$ cat src/rtl/pot_dot_product_sequencer.sv
// Dot-product sequencer: one shared power-of-two shift datapath accumulates
// VECTOR_LENGTH unsigned-by-PoT products and presents the signed sum on a valid/ready port.

module unsigned_pot_shift #(
  parameter int INPUT_BIT_WIDTH  = 4,
  parameter int WEIGHT_BIT_WIDTH = 4,
  parameter int OUTPUT_BIT_WIDTH = 12
) (
  input  logic        [INPUT_BIT_WIDTH-1:0]  data,
  input  logic        [WEIGHT_BIT_WIDTH-1:0] weight,
  output logic signed [OUTPUT_BIT_WIDTH-1:0] product
);

  logic [OUTPUT_BIT_WIDTH-1:0] magnitude_s;

  // Shift the magnitude by the exponent, then apply the weight sign (-0 stays 0).
  always_comb begin
    magnitude_s = OUTPUT_BIT_WIDTH'(data) << weight[WEIGHT_BIT_WIDTH-2:0];
    if (weight[WEIGHT_BIT_WIDTH-1]) begin
      product = -magnitude_s;
    end else begin
      product = magnitude_s;
    end
  end

endmodule

module pot_dot_product_sequencer #(
  parameter int INPUT_BIT_WIDTH  = 4,
  parameter int WEIGHT_BIT_WIDTH = 4,
  parameter int OUTPUT_BIT_WIDTH = 12,
  parameter int VECTOR_LENGTH    = 8,
  parameter int ACC_BIT_WIDTH    = 16
) (
  input  logic                            clk,
  input  logic                            rst_n,
  input  logic                            start,
  input  logic                            in_valid,
  output logic                            in_ready,
  input  logic        [INPUT_BIT_WIDTH-1:0]  in_data,
  input  logic        [WEIGHT_BIT_WIDTH-1:0] in_weight,
  output logic                            out_valid,
  input  logic                            out_ready,
  output logic signed [ACC_BIT_WIDTH-1:0]    out_result,
  output logic                            busy
);

  localparam int CNT_W = (VECTOR_LENGTH > 1) ? $clog2(VECTOR_LENGTH) : 1;
  localparam logic [CNT_W-1:0] LAST_IDX = CNT_W'(VECTOR_LENGTH - 1);

  typedef enum logic [1:0] {
    IDLE  = 2'd0,
    ACCUM = 2'd1,
    DONE  = 2'd2
  } state_t;

  state_t                            state_r;
  logic        [CNT_W-1:0]           count_r;
  logic signed [ACC_BIT_WIDTH-1:0]   acc_r;
  logic signed [OUTPUT_BIT_WIDTH-1:0] product_s;
  logic signed [ACC_BIT_WIDTH-1:0]   product_ext_s;
  logic signed [ACC_BIT_WIDTH-1:0]   sum_s;

  unsigned_pot_shift #(
    .INPUT_BIT_WIDTH (INPUT_BIT_WIDTH),
    .WEIGHT_BIT_WIDTH(WEIGHT_BIT_WIDTH),
    .OUTPUT_BIT_WIDTH(OUTPUT_BIT_WIDTH)
  ) u_shift (
    .data   (in_data),
    .weight (in_weight),
    .product(product_s)
  );

  // Sign-extend the product and form the wrapping running sum.
  always_comb begin
    product_ext_s = ACC_BIT_WIDTH'(product_s);
    sum_s         = acc_r + product_ext_s;
  end

  assign in_ready  = (state_r == ACCUM);
  assign out_valid = (state_r == DONE);
  assign busy      = (state_r != IDLE);

  // Sequencer FSM: accumulate beats, latch the final sum, hold it until taken.
  always_ff @(posedge clk) begin
    if (!rst_n) begin
      state_r    <= IDLE;
      acc_r      <= '0;
      count_r    <= '0;
      out_result <= '0;
    end else begin
      case (state_r)
        IDLE: begin
          if (start) begin
            acc_r   <= '0;
            count_r <= '0;
            state_r <= ACCUM;
          end
        end
        ACCUM: begin
          if (in_valid) begin
            acc_r <= sum_s;
            if (count_r == LAST_IDX) begin
              // Count returns to zero so it never exceeds VECTOR_LENGTH-1.
              count_r    <= '0;
              out_result <= sum_s;
              state_r    <= DONE;
            end else begin
              count_r <= count_r + CNT_W'(1);
            end
          end
        end
        DONE: begin
          if (out_ready) begin
            state_r <= IDLE;
          end
        end
        default: begin
          state_r <= IDLE;
        end
      endcase
    end
  end

endmodule

$ cat config.mk
export PLATFORM = sky130hd
export DESIGN_NAME = pot_dot_product_sequencer
export DESIGN_NICKNAME = d
export VERILOG_FILES = /design/src/rtl/pot_dot_product_sequencer.sv
export SDC_FILE = /design/constraint.sdc
export NUM_CORES = 1
export LEC_CHECK = 0
export BUFFER_PORTS_ARGS = -buffer_cell sky130_fd_sc_hd__buf_2
export CORE_ASPECT_RATIO = 1.25
export CORE_UTILIZATION = 50
export CTS_CLUSTER_DIAMETER = 30
export DETAILED_ROUTE_END_ITERATION = 10
export PLACE_DENSITY_LB_ADDON = 0.05
export SLEW_MARGIN = 20
export SYNTH_ARGS = -nofsm -noshare
export SYNTH_HDL_FRONTEND = slang
export SYNTH_HIERARCHICAL = 1
export SYNTH_SLANG_ARGS = --single-unit
$ cat constraint.sdc
create_clock -name clk -period 4.5 [get_ports clk]
set_input_delay 0.9 -clock clk [delete_from_list [all_inputs] [get_ports clk]]
set_output_delay 0.9 -clock clk [all_outputs]
set_load 0.02 [all_outputs]
Word level (Yosys, flattened, before mapping). Cells that the tools add are included.

Multiplexer cells: 13. Shifts and indexed selects: 1. Add/sub/neg operators: 3. Reduce and logical (&&, ||, !) cells: 6. Equality and inequality tests: 7.

Operator list (number): 16-bit 2-to-1 mux (2); 16-bit case mux with 2 select lines (1); 16-bit by 12-bit adder with 16-bit output (1); 12-bit 2-to-1 mux (1); 12-bit negation (1); 4-bit by 3-bit left shift with 12-bit output (1); 3-bit 2-to-1 mux (3); 2-bit 2-to-1 mux (4); 2-bit case mux with 3 select lines (1); 3-bit case mux with 2 select lines (1); 3-bit AND reduction (2); 2-bit by 1-bit inequality test with 1-bit output (second input constant) (2); 2-bit inequality test (second input constant) (2); 4-bit AND reduction (1); 2-bit nonzero test (2); 3-bit by 1-bit adder with 3-bit output (second input constant) (1); 3-bit == test (second input constant) (1); 2-bit by 1-bit == test with 1-bit output (second input constant) (1); 2-bit == test (second input constant) (1); 2-bit zero test (1).

Output and inout bits: 19. Input bits: 13. Bits in registers: 37. Logic and storage cells: 34.

Longest topological paths before layout. Gate-level depths: netlist of the first run.

Depth after elaboration: 6. Depth in mapped cells: 15. Gate-level depth less buffers: 14.

Hierarchy. Netlist of the first run, hierarchy kept.

By module, submodules not included: pot_dot_product_sequencer (cells each 251, area each 2159.6 µm², seq. area each 740.7 µm², times used 1); unsigned_pot_shift (cells each 100, area each 733.2 µm², seq. area each 0.0 µm², times used 1).

Worst setup path before layout of the first run. No wires, ideal clock.

Path type: in2reg. Start: input in_weight[1]. End: register out_result[12]. Path slack: 636 ps. Setup time: 79 ps. Required time: 4421 ps. Cell stages on the path: 15. Arrival time: 3785 ps. Buffers on the path: 1. Path through: buf_2 > nor2_1 > nand2_1 > ha_1 > a21boi_2 > and3_4 > a31o_2 > a211oi_2 > ha_1 > and2_2 > a221oi_2 > o21ai_1 > o211a_1 > or3_1 > o211ai_1.

Longest elaborated chain between the ends: 4.

Ends and longest elaborated chain: from (decl) (line 41) `input logic [WEIGHT_BIT_WIDTH-1:0] in_weight,`; 4-bit by 3-bit left shift with 12-bit output * (line 18) `magnitude_s = OUTPUT_BIT_WIDTH'(data) << weight[WEIGHT_BIT_WIDTH-2:0];`; 12-bit negation (line 20) `product = -magnitude_s;`; 12-bit 2-to-1 mux * (line 19) `if (weight[WEIGHT_BIT_WIDTH-1]) begin`; net product_s[8] (line 60) `logic signed [OUTPUT_BIT_WIDTH-1:0] product_s;`; 16-bit by 12-bit adder with 16-bit output * (line 77) `sum_s = acc_r + product_ext_s;`; to (signal assigned) (line 106) `out_result <= sum_s;`; to (decl) (line 44) `output logic signed [ACC_BIT_WIDTH-1:0] out_result,`.

Mark *: on every way through the listed nets, which the timed path passes. The rest lies on a longest branch. A chain may end at the register's enable or synchronous reset.

Worst setup path after layout of the first run.
Start: input in_weight[0]. End: register out_result[11].

Same word-level chain as after synthesis.

==> results of run 1 <==
-- state kept, by name (all words and copies together) (netlist names) --
signal and flops:
count_r 3, state_r 2, out_result 16, acc_r 16
-- cell usage in the layout, fill, tap and decap left out, types with 3 or more instances in the layout --
cell and count:
dfxtp_1 37, nand2_1 44, a21boi_0 8, o21ai_0 26, or3_1 3, buf_4 5
xnor2_1 10, buf_2 31, and3_1 3, a21o_1 7, clkbuf_8 5, nand2b_1 5
nand3b_1 3, a22oi_1 9, nor2_1 15, o21ai_1 3, ha_1 18, mux2i_1 5
nor3_1 3, a21oi_1 18, o21a_1 4, a211oi_1 4, xor2_1 7, and2_1 3
inv_1 9, o211ai_1 5, nor2b_1 18, nand3_1 14
-- cells by family after synthesis --
group,after synthesis,synth area share
and+or+nand+nor,128,0.2314
AOI/OAI and AO/OA,114,0.2881
DFF,37,0.2561
buffers and inverters,26,0.04238
adders and majority gates,19,0.08478
xor gates and xnor gates,18,0.05925
muxes,9,0.03806
-- final cells by class --
class / instances / share of cell area
Multi-Input combinational cell: 288 / 0.6409
Sequential cell: 37 / 0.2339
Timing Repair Buffer: 36 / 0.06085
Tap cell: 64 / 0.02529
Clock buffer: 5 / 0.02173
Inverter: 9 / 0.01067
Clock inverter: 3 / 0.006717
-- report_power, final --
part           internal, mW  switching (mW)
clock network         0.110           0.130
logic                0.0941           0.141
registers             0.334         0.00537
-- per-layer routing --
| layer | global-route usage | vias up |
|---|---|---|
| met1 | 0.2813 | 1191 |
| met4 | 0.08909 | 0 |
| met5 | 0 | - |
| met2 | 0.3899 | 54 |
| met3 | 0.02662 | 12 |
| li1 | - | 1326 |
-- worst paths after layout --
kind | from | to | slack (ns) | cells after the start
setup / recovery | in_weight[0] | out_result[11]$_SDFFE_PN0P_ | 0.47 | 15
hold / removal | out_result[7]$_SDFFE_PN0P_ | out_result[7]$_SDFFE_PN0P_ | 0.46 | 2
setup reg to reg | acc_r[0]$_SDFFE_PN0P_ | out_result[12]$_SDFFE_PN0P_ | 2.15 | 8
hold reg to reg | out_result[7]$_SDFFE_PN0P_ | out_result[7]$_SDFFE_PN0P_ | 0.46 | 2
-- through the flow --
step | power, mW | hold WS (ns) | util | worst slack [ns]
floorplan | 0.5286 | 0.4295 | - | 0.6356
global placement | 0.5800 | 0.4481 | 0.5576 | 0.1406
detailed placement | 0.5810 | 0.4541 | 0.5576 | 0.1794
CTS | 0.8228 | 0.4659 | 0.5739 | 0.4852
global route | 0.8615 | 0.4917 | 0.5739 | 0.2129
finish | 0.8152 | 0.4616 | 0.5739 | 0.4701
-- critical path: cells and delay by family --
| family | cells | cell delay [ns] |
|---|---|---|
| AO/OA/AOI/OAI | 5 | 1.40 |
| XOR/XNOR | 1 | 0.10 |
| adder cells (fa/ha/maj) | 2 | 0.55 |
| multiplexers | 2 | 0.49 |
| AND/OR/NAND/NOR | 4 | 0.56 |
| buffers and inverters | 1 | 0.22 |
==> results.md, run 1 <==
- CTS root buf: clkbuf_8
- Initial Utilization: 0.5243
- Synth top area cells: dfxtp_1 26%, ha_1 7.8%, nand2_1 5.7%
- Mapped Avg Cell Area: 8.242 sq um
- Synth unique cells: 72
- Global placement routability congestion: 0.8786
- Post-DP Area: 3077 sq um
- Synthesized cell area: between 2000 and 3000 sq um
- CTS tree: done
- CTS H-Tree Depth: 2
- VDD IR max: 123.7 uV
- Reg clk slew, reported paths: 0.08 ns
- Slew Viols, Final: 0
- Final Hold Fails: 0
- Post-CTS Setup Repair Bufs: 0
- Fin cells: 442
- Layout cell share with drive strength beyond 1: 0.1931
- Async S/R FF share, synth: 0
- Skew final: 0.005048 ns
- CP Cell Sequence: buf_2 -> mux2i_1 -> nand2b_1 -> ha_1 -> a21boi_2 -> nand3_1 -> o21ai_1 -> xnor2_1 -> ha_1 -> nand2_1 -> a211oi_1 -> nor2_1 -> o31a_2 -> mux2i_1 -> a31o_2
- Remaining DRCs: 0
- GRT Total Usage: 0.2239
- Core area: 5518 sq um
- Cell with the most instances after synthesis: nand2_1
- Via density: between 5 and 6
- Congestion Overflow GR: 0
- CTS sink count: 37
- Hold Crit Class: reg2reg
- Worst Setup End Kind: register
- Number of global-route vias before repair: roughly 2300
- Metal-1 WL: 3.061 mm
- Final Cycle Share: 0.8955
- Top cells by count, synth: 44 x nand2_1, 37 x dfxtp_1, 26 x o21ai_0
- # rows: 30
- Final Cell Area: about 3200 sq um
- Crit Path Class: in2reg
- CTS hold repair buffers: 0
- Worst-Margin Slew: 0.6785 ns
- Post-Syn Nets: approximately 380
- Max_cap viols: 0
- Critical path's largest stage delay: roughly 0.38 ns
- Yosys warnings: 6
- Fill count: 537
- Initial antenna violation count: 0
- Area taken by multi-input logic gates: 2029 sq um
- Post_cts resized: 0
- Drt first pass iters: 4
- Seq/Total Area, Yosys: 0.2561
- Tmin final: 4.030 ns
- Total power divided by cell area: 257.4 nW/um^2
- Fin nets: between 400 and 500
- Post-synth top flop: dfxtp_1
- RSZ-0062 raised after global routing: no
- Area Overhead vs Synth: 9.472%
- Clock Tree Buf Depth: 2
- Total wire length: 6.626 mm
- Cts bufs inserted: 5
- Endpoints failing setup: 0
- Post-Synthesis Cells: 351
- Worst-Skew Late Latency: 0.29 ns
- CP startpoint kind: input pin
- Dominant cell type by area after synthesis: dfxtp_1
- Number of flops mapped to enable cells by yosys: 0
- Diode count: 0
- IO buf count: 31
- Via count: about 2600
- Routed wl met3: 194 um
- Worst Path Arrival: 4.23 ns
- DIE AREA: 6095 sq um
- Largest net degree at the start of global routing: between 40 and 50
- Slew HR: 0.5477
- Cell leakage power: 1.362 nW
- Die W: between 70 and 80 um
- Crit Path Max Fanout: 12
- Setup TNS: 0 ns
- DP Cell Count: 434
- Max Used Layer: met4
- Reg area: 740.7 sq um
- Critical Path RT: 4.70 ns
- DRT iter0 DRCs: roughly 120
- Area share of the largest cell type after synthesis: 0.2561
- Antenna Violating Nets Remaining: 0
- Seq cells post-synth: 37
- First-pass GRT wire length: between 10 and 15 mm
- Crit path max-delay cell type: a211oi_1
- Met2 routed WL: between 3 and 4 mm
- Fmax: 0.2481 GHz
- Run status: complete, no violations
- Drt wl/cell: ~15 um
- Dpl hpwl: 5.192 mm
- Die Ht: ~87 um
- I/O pin count: 32
Power figures use the tool's default switching activity.
==> run 2, diff against run 1 <==
--- a/config.mk
+++ b/config.mk
@@ -10,7 +10,7 @@
 export CORE_UTILIZATION = 50
 export CTS_CLUSTER_DIAMETER = 30
 export DETAILED_ROUTE_END_ITERATION = 10
-export PLACE_DENSITY_LB_ADDON = 0.05
+export PLACE_DENSITY_LB_ADDON = 0.12
 export SLEW_MARGIN = 20
 export SYNTH_ARGS = -nofsm -noshare
 export SYNTH_HDL_FRONTEND = slang
==> run 2 against run 1 <==
Net effect:
- first-iteration DRC count is 14% higher
- clock power increased by 22%
- final cell count decreased by 0.45%
- register-to-register slack worse by 0.05 ns
- critical path type unchanged
==> results.md, run 2 (synthesis gave the netlist of run 1 again) <==
- DRT iter0 DRCs: 140
- Area Overhead vs Synth: 9.688%
- Tmin final: between 4 and 5 ns
- DP Cell Count: about 430
- Layout cell share with drive strength beyond 1: 0.1862
- Max_cap viols: 0
- Worst-Skew Late Latency: 0.30 ns
- Post-layout util: 0.5751
- RSZ-0062 raised after global routing: no
- Diode count: 0
- Endpoints failing setup: 0
- Clock Tree Buf Depth: 2
- Reg2reg end: acc_r[14]$_SDFFE_PN0P_
- Commonest non-fill, non-tap cell in the layout: nand2_1
- Skew final: 0.01251 ns
- # rows: 30
- Final Cycle Share: 0.9059
- Crit Path Class: in2reg
- Register-to-Register Path Depth: 8
- Die W: around 70 um
- Hold Crit Class: reg2reg
- Combinational group share of total power: 0.268
- Overall Power: a little under 0.9 mW
- First-pass GRT wire length: 11.44 mm
- Worst-Margin Slew: approximately 0.72 ns
- Post-CTS Setup Repair Bufs: 0
- Reg clk slew, reported paths: ~0.07 ns
- Drt wl/cell: ~15 um
- Fin cells: between 400 and 500
- Final Cell Area: ~3200 sq um
- Setup TNS: 0 ns
- Global placement routability congestion: approximately 0.96
- Via count: 2554
- Crit. Startpoint: in_weight[0]
- I/O pin count: 32
- CP startpoint kind: input pin
- Initial antenna violation count: 0
- Slew Viols, Final: 0
- Critical Path RT: 4.71 ns
- Total wire length: 6.550 mm
- Cell internal pwr: around 0.6 mW
- VDD IR max: between 100 and 150 uV
- Crit Path Max Fanout: 12
- Net Sw Frac: 0.3144
- Cts bufs inserted: 5
- Dpl hpwl: 5.024 mm
- Switching component of the power: 0.2724 mW
- DIE AREA: 6095 sq um
- Reg2reg setup slack: between 2 and 2.5 ns
- Number of global-route vias before repair: 2494
- Cell leakage power: 1.364 nW
- Top flop regs: acc_r x16, out_result x16, count_r x3
- Die Ht: a little under 90 um
- Congestion Overflow GR: 0
- Clock power share: 0.340
- Remaining DRCs: 0
- Worst Setup End Kind: register
- Slew HR: 0.5211
- Drt first pass iters: 4
- Run status: complete, no violations
- Final Hold Fails: 0
- CP endpoint: out_result[12]$_SDFFE_PN0P_
- CTS root buf: clkbuf_8
- Fin nets: 407
- Antenna Violating Nets Remaining: 0
- Worst r2r src: acc_r[0]$_SDFFE_PN0P_
- Core area: 5518 sq um
- Worst Path Arrival: between 4 and 5 ns
- Initial Utilization: 0.5243
- CTS sink count: 37
- IO buf count: 31
- Largest net degree at the start of global routing: 41
- GRT Total Usage: 0.2318
- Post-DP Area: between 3000 and 4000 sq um
- Total power divided by cell area: 273.0 nW/um^2
- Post_cts resized: 0
- Commonest cells after routing, fill and taps aside: 44 x nand2_1, 37 x dfxtp_1, 31 x buf_2
- Reg power frac: 0.392
- Fmax: 0.2453 GHz
- CTS hold repair buffers: 0
- Via density: 5.805
- CTS tree: done
- CTS H-Tree Depth: 2
==> run 2: cell types whose count changed in the layout (fill, tap and decap cells not counted), sizes merged <==
cell      previous run  this run
buf                 36        34
bufinv               0         1
clkbuf               5         6
clkinvlp             1         0
inv                 10         9
==> run 2: area by class of cell <==
type	count	area, sq um
fillers	538	2345
multi-input cells	288	2029
flip-flops and latches	37	740.7
repair buffers	34	177.7
well taps	64	80.08
clock buffers	6	72.57
clock inverters	2	38.79
inverters	9	33.78
==> run 2: worst min-delay path by stage <==
stage,from,cells past startpoint,to
2_1_floorplan,acc_r[10]$_SDFFE_PN0P_,2,acc_r[10]$_SDFFE_PN0P_
3_3_place_gp,acc_r[13]$_SDFFE_PN0P_,2,acc_r[13]$_SDFFE_PN0P_
3_5_place_dp,acc_r[13]$_SDFFE_PN0P_,2,acc_r[13]$_SDFFE_PN0P_
4_1_cts,out_result[10]$_SDFFE_PN0P_,2,out_result[10]$_SDFFE_PN0P_
5_1_grt,out_result[5]$_SDFFE_PN0P_,2,out_result[5]$_SDFFE_PN0P_
6_report,out_result[10]$_SDFFE_PN0P_,2,out_result[10]$_SDFFE_PN0P_
==> run 2: routing by layer <==
metal / GRT usage / share of wire / vias to the layer above
li1: - / - / 1326
met5: 0 / 0 / -
met4: 0.06727 / 0.012 / 0
met3: 0.02894 / 0.025 / 7
met1: 0.2788 / 0.46 / 1169
met2: 0.4301 / 0.51 / 52
==> run 2: power by group through the flow <==
stage	clock network [mW]	registers, mW	logic [mW]
final	0.294	0.340	0.232
after global routing	0.314	0.341	0.257
after CTS	0.299	0.340	0.231
after detailed placement	0	0.348	0.230
after global placement	0	0.348	0.230
after floorplan	0	0.346	0.183
==> run 2: stage by stage <==
| step | hold WS, ns | setup WS (ns) |
|---|---|---|
| global placement | 0.4450 | 0.2397 |
| floorplan | 0.4295 | 0.6356 |
| global route | 0.4864 | 0.1660 |
| CTS | 0.4659 | 0.4360 |
| finish | 0.4614 | 0.4233 |
| detailed placement | 0.4550 | 0.1535 |
==> run 2: worst max-delay path: stages <==
cell	delay (ns)
buf_2	0.22
mux2i_1	0.33
nand2b_1	0.17
ha_1	0.17
a21boi_2	0.23
and3_4	0.23
o211ai_2	0.08
a211oi_2	0.22
ha_1	0.30
and2_2	0.23
a221oi_2	0.29
o21ai_1	0.18
o211a_1	0.29
or3_1	0.35
o211ai_1	0.09
==> run 3, diff against run 2 <==
==> constraint.sdc (replaced) <==
create_clock -name clk -period 4.2 [get_ports clk]
set_input_delay 0.84 -clock clk [delete_from_list [all_inputs] [get_ports clk]]
set_output_delay 0.84 -clock clk [all_outputs]
set_load 0.02 [all_outputs]
==> run 3 against run 2 <==
Net effect:
- via count increased by 2.1%
- clock power rose by 7.5%
- critical endpoint unchanged
- largest power group unchanged
- register-to-register slack got worse by 0.27 ns
- die area is the same
==> results.md, run 3 (synthesis gave the netlist of run 1 again) <==
- Run status: complete, no violations
- GRT Total Usage: 0.2340
- DRT iter0 DRCs: 100
- Final Hold Fails: 0
- Fill count: between 500 and 600
- Via density: just under 6
- Total wire length: between 6 and 7 mm
- Post-DP Area: 3129 sq um
- Layout cell share with drive strength beyond 1: 0.2052
- Dpl hpwl: 5.283 mm
- Critical path's largest stage delay: 0.35 ns
- Register-to-Register Path Depth: 8
- Hold Path End: out_result[7]$_SDFFE_PN0P_
- Post-CTS Setup Repair Bufs: 0
- Global placement routability congestion: about 0.91
- Die W: between 70 and 80 um
- Net Sw Frac: 0.3136
- Largest net degree at the start of global routing: 41
- Initial Utilization: 0.5243
- Hold Startpoint: out_result[7]$_SDFFE_PN0P_
- Total power divided by cell area: 289.1 nW/um^2
- Area taken by multi-input logic gates: approximately 2000 sq um
- Cell leakage power: approximately 1.4 nW
- Worst Setup End Kind: register
- I/O pin count: 32
- WHS Path Cells: 2
- Worst r2r src: acc_r[0]$_SDFFE_PN0P_
- IO buf count: 31
- # rows: 30
- DIE AREA: just over 6000 sq um
- Number of global-route vias before repair: roughly 2400
- Cts bufs inserted: 5
- Hold Crit Class: reg2reg
- Max_cap viols: 0
- Endpoints failing setup: 0
- Switching component of the power: approximately 0.3 mW
- Skew final: 0.01229 ns
- Top flop regs: acc_r x16, out_result x16, count_r x3
- Fin nets: 416
- Commonest cells after routing, fill and taps aside: 44 x nand2_1, 37 x dfxtp_1, 31 x buf_2
- Area Overhead vs Synth: 12.02%
- Reg area: 740.7 sq um
- VDD IR max: 143.5 uV
- Congestion Overflow GR: 0
- Reg power frac: 0.389
- Crit Path Class: in2reg
- Crit Path Max Fanout: 12
- CP Cell Sequence: buf_2 -> mux2i_1 -> nand2b_1 -> ha_1 -> a21boi_2 -> and3_4 -> o211ai_2 -> a211oi_2 -> ha_1 -> and2_2 -> a221oi_2 -> o21ai_1 -> o211a_1 -> or3_1 -> o211ai_1
- First-pass GRT wire length: between 10 and 15 mm
- CTS hold repair buffers: 0
- Crit path max-delay cell type: or3_1
- Slew HR: 0.5247
- Diode count: 0
- Reg2reg setup slack: 1.83 ns
- Die Ht: between 80 and 90 um
- Setup TNS: 0 ns
- Final Cell Area: 3241 sq um
- Worst Path Arrival: a little over 4 ns
- Core area: 5518 sq um
- Clock Tree Buf Depth: 2
- Worst-Skew Late Latency: 0.30 ns
- Final Cycle Share: 0.9233
- Remaining DRCs: 0
- CTS sink count: 37
- Drt wl/cell: approximately 15 um
- Via count: 2608
- Initial antenna violation count: 0
- CTS tree: done
- CTS H-Tree Depth: 2
- Commonest non-fill, non-tap cell in the layout: nand2_1
- Worst-Margin Slew: approximately 0.71 ns
- Reg2reg end: out_result[12]$_SDFFE_PN0P_
- Post_cts resized: 0
- Antenna Violating Nets Remaining: 0
- RSZ-0062 raised after global routing: no
- Drt first pass iters: 4
- Cell internal pwr: approximately 0.64 mW
- Tmin final: 3.878 ns
- Fmax: 0.2579 GHz
- Critical Path Most Common Cell: ha_1
- Reg clk slew, reported paths: 0.08 ns
- Critical Path RT: 4.42 ns
- CP startpoint kind: input pin
- Clock power share: 0.338
- Slew Viols, Final: 0
- Combinational group share of total power: 0.274
- CTS root buf: clkbuf_8
-- run 3: changes by cell type in the layout (fill, tap and decap cells not counted) --
| cell | delta |
|---|---|
| buf_4 | +9 |
-- run 3: how the worst max path moves through the flow --
stage | startpoint | endpoint | slack (ns) | depth (start not counted)
6_report | in_weight[0] | out_result[12]$_SDFFE_PN0P_ | 0.32 | 15
5_1_grt | in_weight[0] | acc_r[15]$_SDFFE_PN0P_ | 0.07 | 15
4_1_cts | in_weight[0] | out_result[12]$_SDFFE_PN0P_ | 0.30 | 15
3_5_place_dp | in_weight[0] | out_result[12]$_SDFFE_PN0P_ | 0.01 | 15
3_3_place_gp | in_weight[0] | out_result[12]$_SDFFE_PN0P_ | 0.08 | 13
2_1_floorplan | in_weight[1] | out_result[12]$_SDFFE_PN0P_ | 0.40 | 15
-- run 3: cell type report --
cell class | instances | area share
inverter | 9 | 0.01042
timing repair buffer | 43 | 0.07568
tap | 64 | 0.02471
sequential | 37 | 0.2286
multi-input combinational | 288 | 0.6263
clock inverter | 2 | 0.01197
clock buffer | 6 | 0.02239
-- run 3: through the flow --
step	cells	worst slack, ns	hold WS, ns	util	power, mW
detailed placement	441	0.01126	0.4515	0.5671	0.6274
global route	449	0.07338	0.4875	0.5873	0.9830
floorplan	351	0.3956	0.4295	-	0.5663
CTS	449	0.3007	0.4669	0.5873	0.9416
finish	449	0.3223	0.4632	0.5873	0.9369
global placement	441	0.07758	0.4473	0.5671	0.6261
-- run 3: power by group through the flow --
stage	Combinational, mW	Clock, mW	Sequential [mW]
final	0.257	0.316	0.364
after global routing	0.283	0.335	0.365
after CTS	0.257	0.321	0.364
after detailed placement	0.255	0	0.372
after global placement	0.254	0	0.372
after floorplan	0.196	0	0.371
-- run 3: critical path, delay by kind of cell --
| kind | cells | cell delay, ns |
|---|---|---|
| AOI/OAI and AO/OA | 7 | 1.34 |
| adders and majority gates | 2 | 0.47 |
| buffers and inverters | 1 | 0.22 |
| muxes | 1 | 0.25 |
| and+or+nand+nor | 4 | 0.97 |
-- run 3: metal layers --
metal  vias up  track usage  wire [um]  part of all wire
li1       1343            -          -                 -
met1      1201       0.2868       3093              0.46
met2        53       0.4196       3443              0.51
met3        11      0.03241        166             0.024
met4         0      0.08000         91             0.013
met5         -            0          0                 0
